### src/rtl/mem_arbiter_if.sv
// mem_arbiter_if: bundles the fetch port, the data port and the shared SRAM
// command/response signals of mem_arbiter.
// slave  = arbiter view
// master = requesters + SRAM view
interface mem_arbiter_if;
  // fetch port
  logic        i_req_valid;
  logic        i_req_ready;
  logic [31:0] i_addr;
  logic        i_rsp_valid;
  logic [31:0] i_rsp_data;
  // data port
  logic        d_req_valid;
  logic        d_req_ready;
  logic [31:0] d_addr;
  logic [31:0] d_wdata;
  logic [1:0]  d_we;
  logic        d_rsp_valid;
  logic [31:0] d_rsp_data;
  // shared SRAM
  logic        sram_MemREAD;
  logic [1:0]  sram_MemWrite;
  logic [31:0] sram_address;
  logic [31:0] sram_write_data;
  logic [31:0] sram_read_data;

  modport slave (
    input  i_req_valid, i_addr, d_req_valid, d_addr, d_wdata, d_we, sram_read_data,
    output i_req_ready, i_rsp_valid, i_rsp_data,
    output d_req_ready, d_rsp_valid, d_rsp_data,
    output sram_MemREAD, sram_MemWrite, sram_address, sram_write_data
  );

  modport master (
    output i_req_valid, i_addr, d_req_valid, d_addr, d_wdata, d_we, sram_read_data,
    input  i_req_ready, i_rsp_valid, i_rsp_data,
    input  d_req_ready, d_rsp_valid, d_rsp_data,
    input  sram_MemREAD, sram_MemWrite, sram_address, sram_write_data
  );
endinterface

### src/rtl/mem_arbiter.sv
// mem_arbiter: shares one single-cycle SRAM between an instruction-fetch port
// and a data port. One access every 2 cycles (IDLE arbitrates, ACCESS drives
// the SRAM); the response pulses in the cycle after ACCESS.
// Data wins over fetch. Define ARB_STARVE_GUARD_EN to let fetch win after
// STARVE_LIMIT consecutive data grants while a fetch is waiting.
module mem_arbiter #(
  parameter int unsigned STARVE_LIMIT = 4
) (
  input  logic          clk,
  input  logic          rst_n,
  mem_arbiter_if.slave  bus
);

  localparam logic [1:0] WRITE_IDLE = 2'b00;

  typedef enum logic {IDLE, ACCESS} state_t;

  state_t      state, state_next;
  logic        grant_i, grant_d, starve;
  logic        lat_d;
  logic [31:0] lat_addr, lat_wdata;
  logic [1:0]  lat_we;
  logic        i_rsp_valid, d_rsp_valid;
  logic [31:0] i_rsp_data, d_rsp_data;

`ifdef ARB_STARVE_GUARD_EN
  localparam int unsigned CW = (STARVE_LIMIT < 1) ? 1 : $clog2(STARVE_LIMIT + 1);
  logic [CW-1:0] starve_cnt;

  // starvation flag: fetch must win once the data streak reaches the limit
  always_comb begin
    starve = (starve_cnt == CW'(STARVE_LIMIT));
  end

  // consecutive data grants while a fetch waits; cleared by a fetch grant or an idle fetch port
  always_ff @(posedge clk) begin
    if (!rst_n)
      starve_cnt <= '0;
    else if (!bus.i_req_valid || grant_i)
      starve_cnt <= '0;
    else if (grant_d)
      starve_cnt <= starve_cnt + 1'b1;
  end
`else
  // strict data priority; the limit only matters with the guard compiled in
  always_comb begin
    starve = 1'b0 & (STARVE_LIMIT == 0);
  end
`endif

  // arbitration, next state and SRAM command
  always_comb begin
    grant_i    = 1'b0;
    grant_d    = 1'b0;
    state_next = state;
    bus.sram_MemREAD    = 1'b0;
    bus.sram_MemWrite   = WRITE_IDLE;
    bus.sram_address    = '0;
    bus.sram_write_data = '0;
    case (state)
      IDLE: begin
        if (rst_n) begin
          if (bus.d_req_valid && !(starve && bus.i_req_valid))
            grant_d = 1'b1;
          else if (bus.i_req_valid)
            grant_i = 1'b1;
        end
        if (grant_i || grant_d)
          state_next = ACCESS;
      end
      ACCESS: begin
        state_next          = IDLE;
        bus.sram_MemREAD    = (lat_we == WRITE_IDLE);
        bus.sram_MemWrite   = lat_we;
        bus.sram_address    = lat_addr;
        bus.sram_write_data = lat_wdata;
      end
      default: state_next = IDLE;
    endcase
    bus.i_req_ready = grant_i;
    bus.d_req_ready = grant_d;
    bus.i_rsp_valid = i_rsp_valid;
    bus.i_rsp_data  = i_rsp_data;
    bus.d_rsp_valid = d_rsp_valid;
    bus.d_rsp_data  = d_rsp_data;
  end

  // state register and command latch on accept
  always_ff @(posedge clk) begin
    if (!rst_n) begin
      state     <= IDLE;
      lat_d     <= 1'b0;
      lat_addr  <= '0;
      lat_wdata <= '0;
      lat_we    <= WRITE_IDLE;
    end else begin
      state <= state_next;
      if (grant_d) begin
        lat_d     <= 1'b1;
        lat_addr  <= bus.d_addr;
        lat_wdata <= bus.d_wdata;
        lat_we    <= bus.d_we;
      end else if (grant_i) begin
        lat_d     <= 1'b0;
        lat_addr  <= bus.i_addr;
        lat_wdata <= '0;
        lat_we    <= WRITE_IDLE;
      end
    end
  end

  // capture SRAM data at the end of ACCESS; one-cycle response pulse to the winner
  always_ff @(posedge clk) begin
    if (!rst_n) begin
      i_rsp_valid <= 1'b0;
      d_rsp_valid <= 1'b0;
      i_rsp_data  <= '0;
      d_rsp_data  <= '0;
    end else begin
      i_rsp_valid <= 1'b0;
      d_rsp_valid <= 1'b0;
      if (state == ACCESS) begin
        if (lat_d) begin
          d_rsp_valid <= 1'b1;
          d_rsp_data  <= (lat_we == WRITE_IDLE) ? bus.sram_read_data : '0;
        end else begin
          i_rsp_valid <= 1'b1;
          i_rsp_data  <= bus.sram_read_data;
        end
      end
    end
  end

endmodule

### src/flat_wrapper.sv
// flat-port wrapper written by rule: the top's interface ports become plain ports
module mem_arbiter_flat 
#(
  parameter int unsigned STARVE_LIMIT = 4
)
  (clk, rst_n, bus_i_req_valid, bus_i_addr, bus_d_req_valid, bus_d_addr, bus_d_wdata, bus_d_we, bus_sram_read_data, bus_i_req_ready, bus_i_rsp_valid, bus_i_rsp_data, bus_d_req_ready, bus_d_rsp_valid, bus_d_rsp_data, bus_sram_MemREAD, bus_sram_MemWrite, bus_sram_address, bus_sram_write_data);
  mem_arbiter_if bus_i ();
  input  logic clk;
  input  logic rst_n;
  input wire logic [$bits(bus_i.i_req_valid)-1:0] bus_i_req_valid;
  input wire logic [$bits(bus_i.i_addr)-1:0] bus_i_addr;
  input wire logic [$bits(bus_i.d_req_valid)-1:0] bus_d_req_valid;
  input wire logic [$bits(bus_i.d_addr)-1:0] bus_d_addr;
  input wire logic [$bits(bus_i.d_wdata)-1:0] bus_d_wdata;
  input wire logic [$bits(bus_i.d_we)-1:0] bus_d_we;
  input wire logic [$bits(bus_i.sram_read_data)-1:0] bus_sram_read_data;
  output wire logic [$bits(bus_i.i_req_ready)-1:0] bus_i_req_ready;
  output wire logic [$bits(bus_i.i_rsp_valid)-1:0] bus_i_rsp_valid;
  output wire logic [$bits(bus_i.i_rsp_data)-1:0] bus_i_rsp_data;
  output wire logic [$bits(bus_i.d_req_ready)-1:0] bus_d_req_ready;
  output wire logic [$bits(bus_i.d_rsp_valid)-1:0] bus_d_rsp_valid;
  output wire logic [$bits(bus_i.d_rsp_data)-1:0] bus_d_rsp_data;
  output wire logic [$bits(bus_i.sram_MemREAD)-1:0] bus_sram_MemREAD;
  output wire logic [$bits(bus_i.sram_MemWrite)-1:0] bus_sram_MemWrite;
  output wire logic [$bits(bus_i.sram_address)-1:0] bus_sram_address;
  output wire logic [$bits(bus_i.sram_write_data)-1:0] bus_sram_write_data;
  assign bus_i.i_req_valid = bus_i_req_valid;
  assign bus_i.i_addr = bus_i_addr;
  assign bus_i.d_req_valid = bus_d_req_valid;
  assign bus_i.d_addr = bus_d_addr;
  assign bus_i.d_wdata = bus_d_wdata;
  assign bus_i.d_we = bus_d_we;
  assign bus_i.sram_read_data = bus_sram_read_data;
  assign bus_i_req_ready = bus_i.i_req_ready;
  assign bus_i_rsp_valid = bus_i.i_rsp_valid;
  assign bus_i_rsp_data = bus_i.i_rsp_data;
  assign bus_d_req_ready = bus_i.d_req_ready;
  assign bus_d_rsp_valid = bus_i.d_rsp_valid;
  assign bus_d_rsp_data = bus_i.d_rsp_data;
  assign bus_sram_MemREAD = bus_i.sram_MemREAD;
  assign bus_sram_MemWrite = bus_i.sram_MemWrite;
  assign bus_sram_address = bus_i.sram_address;
  assign bus_sram_write_data = bus_i.sram_write_data;
  mem_arbiter #(.STARVE_LIMIT(STARVE_LIMIT)) u_core (.clk(clk), .rst_n(rst_n), .bus(bus_i));
endmodule
### config.mk
export PLATFORM = sky130hd
export DESIGN_NAME = mem_arbiter_flat
export DESIGN_NICKNAME = d
export VERILOG_FILES = /design/src/rtl/mem_arbiter_if.sv /design/src/rtl/mem_arbiter.sv /design/src/flat_wrapper.sv
export SDC_FILE = /design/constraint.sdc
export NUM_CORES = 1
export LEC_CHECK = 0
export CORE_ASPECT_RATIO = 2
export CORE_UTILIZATION = 42
export DETAILED_ROUTE_END_ITERATION = 8
export HOLD_SLACK_MARGIN = 0.1
export PLACE_DENSITY = 0.88
export SETUP_SLACK_MARGIN = 0.3
export SLEW_MARGIN = 10
export SYNTH_ARGS = -nofsm -noshare
export SYNTH_HDL_FRONTEND = slang
export SYNTH_SLANG_ARGS = --single-unit
### constraint.sdc
create_clock -name clk -period 1.7 [get_ports clk]
set_clock_uncertainty 0.15 [all_clocks]
set_input_delay 0.34 -clock clk [delete_from_list [all_inputs] [get_ports clk]]
set_output_delay 0.34 -clock clk [all_outputs]
set_load 0.01 [all_outputs]
; ---- Word level (Yosys, flattened, before mapping)
; Cells that the tools add are included.
[word_totals]
romBits = 0
in_bits = 134
register_bits = 134
ramBits = 0
mem_count = 0
latch_bits = 0
[op_classes]
mux = 26
reduce_logical = 6
bitwise_logic = 2
magnitude_cmp = 0
add_sub_neg = 0
eq_ne = 0
shifts = 0
n_div = 0
n_mul = 0
[op_table]
columns = cell, n
row1 = two-way mux 32 bit, 7
row2 = two-way mux 1 bit, 15
row3 = two-way mux 2 bit, 3
row4 = AND reduction 2 bit, 3
row5 = zero test 2 bit, 1
row6 = NOT 1 bit, 2
row7 = case mux 1 bit (2 select lines), 1
row8 = nonzero test 2 bit, 1
row9 = logical OR 1 bit, 1

; ---- Depth between registers and ports, before layout
; Gate-level depths: netlist of the first run.
[logic_depth]
depth_word = 7
mapped_depth = 6
mapped_depth_nobuf = 3

; ---- Least setup slack after synthesis of the first run
; Ideal clock, no wire load.
[synth_timing]
kind = register to output
startpoint = register u_core.state
endpoint = output port bus_sram_write_data[11]
path_stages_with_launch = 5
path_slack_ns = 0.154
required_ns = 1.210
arrival_ns = 1.056
path_buffers = 3
path_cell_list = dfxtp_1 -> buf_4 -> clkbuf_1 -> clkbuf_1 -> and2_1
[synth_between]
elab_chain_cells = 1
[synth_lines]
columns = element, line
row1 = from (decl), mem_arbiter.sv:18  ; state_t state, state_next;
row2 = from (signal assigned), mem_arbiter.sv:97  ; state <= state_next;
row3 = two-way mux 32 bit, mem_arbiter.sv:60  ; case (state)
row4 = to (decl), flat_wrapper.sv:26  ; output wire logic [$bits(bus_i.sram_write_data)-1:0] bus_sram_write_data;
; No other way between the ends.

; ---- Worst setup path after layout of the first run
[layout_timing]
startpoint = register u_core.state
endpoint = output port bus_d_req_ready
[layout_between]
elab_chain_cells = 1
[layout_lines]
columns = element, line
row1 = two-way mux 1 bit, mem_arbiter.sv:60
row2 = to (decl), flat_wrapper.sv:20  ; output wire logic [$bits(bus_i.d_req_ready)-1:0] bus_d_req_ready;
; No other way between the ends.

==> impl_metrics.tcl, run 1 <==
set metrics [dict create \
    worstMarginPinSlew_ns 0.449 \
    synth_cell_type_count 26 \
    min_path_type "input pin to flop" \
    coreArea_sq_mm 0.0139 \
    ir_drop_mv 0.646 \
    slowest_stage "dfxtp_4" \
    critPathMaxFanout 8 \
    synth_fp_nets 770 \
    outcome "complete, but fails checks" \
    cts_max_level 4 \
    cp-start-kind "flop" \
    dieArea_sq_mm 0.0148 \
    dr.first_iter.drc_count 286 \
    min-delay-start "bus_d_req_valid" \
    fp-row-count 61 \
    io_pins 269 \
    crit_path_end_kind "primary output" \
    synth_area_sq_mm 0.00600 \
    grt_antenna_before_repair 0 \
    cts.clk_slew.worst_paths_ns 0.06 \
    grt_pass1_vias 5743 \
    synth_seq_area_share_pct 44.7 \
    synthCells 636 \
    diodes 0 \
    setup_violations 129 \
    dp_slack_ns -0.366 \
    slew_headroom_pct 70.0 \
    area_delta_synth_final_pct 67.1 \
    worstSetupPathType "flop to primary output" \
    grt_pass1_wl_um 30200 \
    async_flop_share_pct 0 \
    drv_cap 0 \
    wl_per_cell_um 18.6 \
    worst-path-buf-inv 3 \
    seqCellArea_sq_mm 0.00272 \
    clock_sinks 134 \
    io_buffers 268 \
    via_per_inst 5.20 \
    path_delay_family "flip-flops" \
    cts-root-buf "clkbuf_16" \
    syn_area_per_cell_sq_um 9.44 \
    start_util_pct 43.2 \
    grt_max_degree 54 \
    fin_nets 1059 \
    startpoint "u_core.state$_SDFF_PP0_" \
    synth_edf_count 0 \
    max_freq_ghz 0.522 \
    num_vias 5860 \
    grtUsageTotal_pct 27.0 \
    rsz0062_at_grt "yes" \
    cts_tree "done" \
    drive_gt1_share_pct 38.7 \
    nFillCells 1014 \
    power_mw 8.77 \
    violations "negative setup slack" \
    clockBufferDepth 2 \
    worst_slack_ns -0.215 \
    multi_input_area_sq_mm 0.00325 \
    synth-seq-cells 134 \
    cts_buffers 17 \
    synth_ff_type "dfxtp_1" \
    finalMaxSlewViolations 0 \
    ctsHoldBuffers 0 \
    timing.final.hold_violations 0 \
    max_stage_delay_ns 0.38 \
    postRouteWirelength_um 21000 \
    crit_chain "buf_12 > buf_16 > and3b_2 > buf_6" \
    grt_overflow_total 0 \
    clk_latency_ns 0.40 \
    drtPass1Iterations 7 \
    path_depth 4 \
    hold_path_depth 4 \
    synth_warnings 0 \
    reg2reg_from "u_core.state$_SDFF_PP0_" \
    cp.arrival_ns 1.43 \
    gp_congestion 0.794 \
    dp_hpwl_um 12500 \
    die_x_um 86.5 \
    p_leak_nw 4.57 \
    power.density_mw_per_mm2 874 \
    layout_min_cycle_time_ns 1.92 \
    period_share_pct 113 \
    die_h_um 171 \
    route.detailed.drc 0 \
    r2r_cells 8 \
    required_ns 1.21 \
    drtAntennaViolNets 0 \
]
==> synth_stat cells, types with 19 or more instances <==
cell type,count,area (sq um)
a21boi_1,66,495
a22oi_1,32,240
and2_1,67,419
buf_2,19,95.1
clkbuf_1,23,86.3
dfxtp_1,134,2680
mux2i_1,32,320
nand2_1,100,375
nand3_2,30,300
nor2b_1,33,206
o211a_1,32,320
o21ai_0,32,160
==> what timing repair did <==
item / in CTS / in global routing
resized for setup: 642 / 75
pin swaps: 51 / 16
gates cloned: 14 / 5
setup buffers: 16 / 2
setup endpoints to repair: 267 / 220
==> worst register-to-register path, delay by kind of cell, from the launching register on <==
kind / cells / cell delay, ns
DFF: 1 / 0.41
and+or+nand+nor: 1 / 0.23
AOI/OAI and AO/OA: 1 / 0.15
buffers and inverters: 6 / 0.84
==> report_power, final <==
part           switching [mW]  internal (mW)
clock                    1.50           2.21
combinational           0.725          0.926
sequential             0.0947           3.32
==> worst paths after layout <==
kind	end	slack (ns)
min	u_core.lat_d$_SDFFE_PN0P_	0.27
max	bus_d_req_ready	-0.22
min reg2reg	u_core.bus.i_rsp_data[7]$_SDFFE_PN0P_	0.30
max reg2reg	u_core.lat_d$_SDFFE_PN0P_	-0.18
==> per-layer routing <==
metal	global-route usage, %	part of all wire, %	vias up
met1	27.6	34	2800
met2	50.6	57	230
met3	5.31	4.7	58
met4	14.3	4.3	0
li1	-	-	2772
met5	0	0	-
==> layout make-up <==
type                    count  share of cell area (%)
multi-input cells         441                    32.4
repair buffers            331                    32.2
flip-flops and latches    134                    27.1
clock buffers              18                    4.28
well taps                 189                    2.36
clock inverters            14                    1.66
==> flip-flops by register name, summed over array words and instances, names as in the netlist <==
register                cells
u_core.state                1
u_core.lat_wdata           32
u_core.bus.i_rsp_data      32
u_core.lat_d                1
u_core.bus.d_rsp_data      32
u_core.bus.d_rsp_valid      1
u_core.bus.i_rsp_valid      1
u_core.lat_addr            32
u_core.lat_we               2
==> stage by stage <==
step | area, sq um | utilization, % | setup TNS, ns | hold slack (ns) | cells
final | 10000 | 72.2 | -13.77 | 0.270 | 1127
after global routing | 10000 | 72.2 | -21.75 | 0.278 | 1127
after CTS | 9660 | 69.5 | -12.51 | 0.246 | 1120
after detailed placement | 8890 | 64.0 | -19.16 | 0.294 | 1058
after global placement | 8890 | 64.0 | -17.18 | 0.290 | 1058
after floorplan | 6030 | - | 0 | 0.297 | 636
==> cells by family (layout without fill, tap and decap cells) <==
family | after synthesis | after routing | synth area share (%)
AOI/OAI and AO/OA | 165 | 165 | 20.5
DFF | 134 | 134 | 44.7
and+or+nand+nor | 243 | 244 | 23.4
muxes | 32 | 32 | 5.33
buffers and inverters | 62 | 363 | 6.08
==> cells in the final DEF, fill, tap and decap left out, types with 9 or more instances in the layout <==
cell type,n
a21boi_1,58
a22oi_1,32
and2_1,39
and2_4,28
buf_12,15
buf_16,11
buf_2,97
buf_4,28
buf_6,43
clkbuf_16,22
clkdlybuf4s50_1,131
dfxtp_1,107
dfxtp_2,26
mux2i_1,32
nand2_1,74
nand2_2,17
nand2_4,9
nand3_2,30
nor2b_1,32
o211a_1,32
o21ai_0,32
Note: power is estimated with default switching activity, not from simulation.
==> run 2, diff against run 1 <==
SLEW_MARGIN = 5   (was 10)
==> results of run 2 <==
No change in the layout: final DEF, timing and power equal those of run 1.
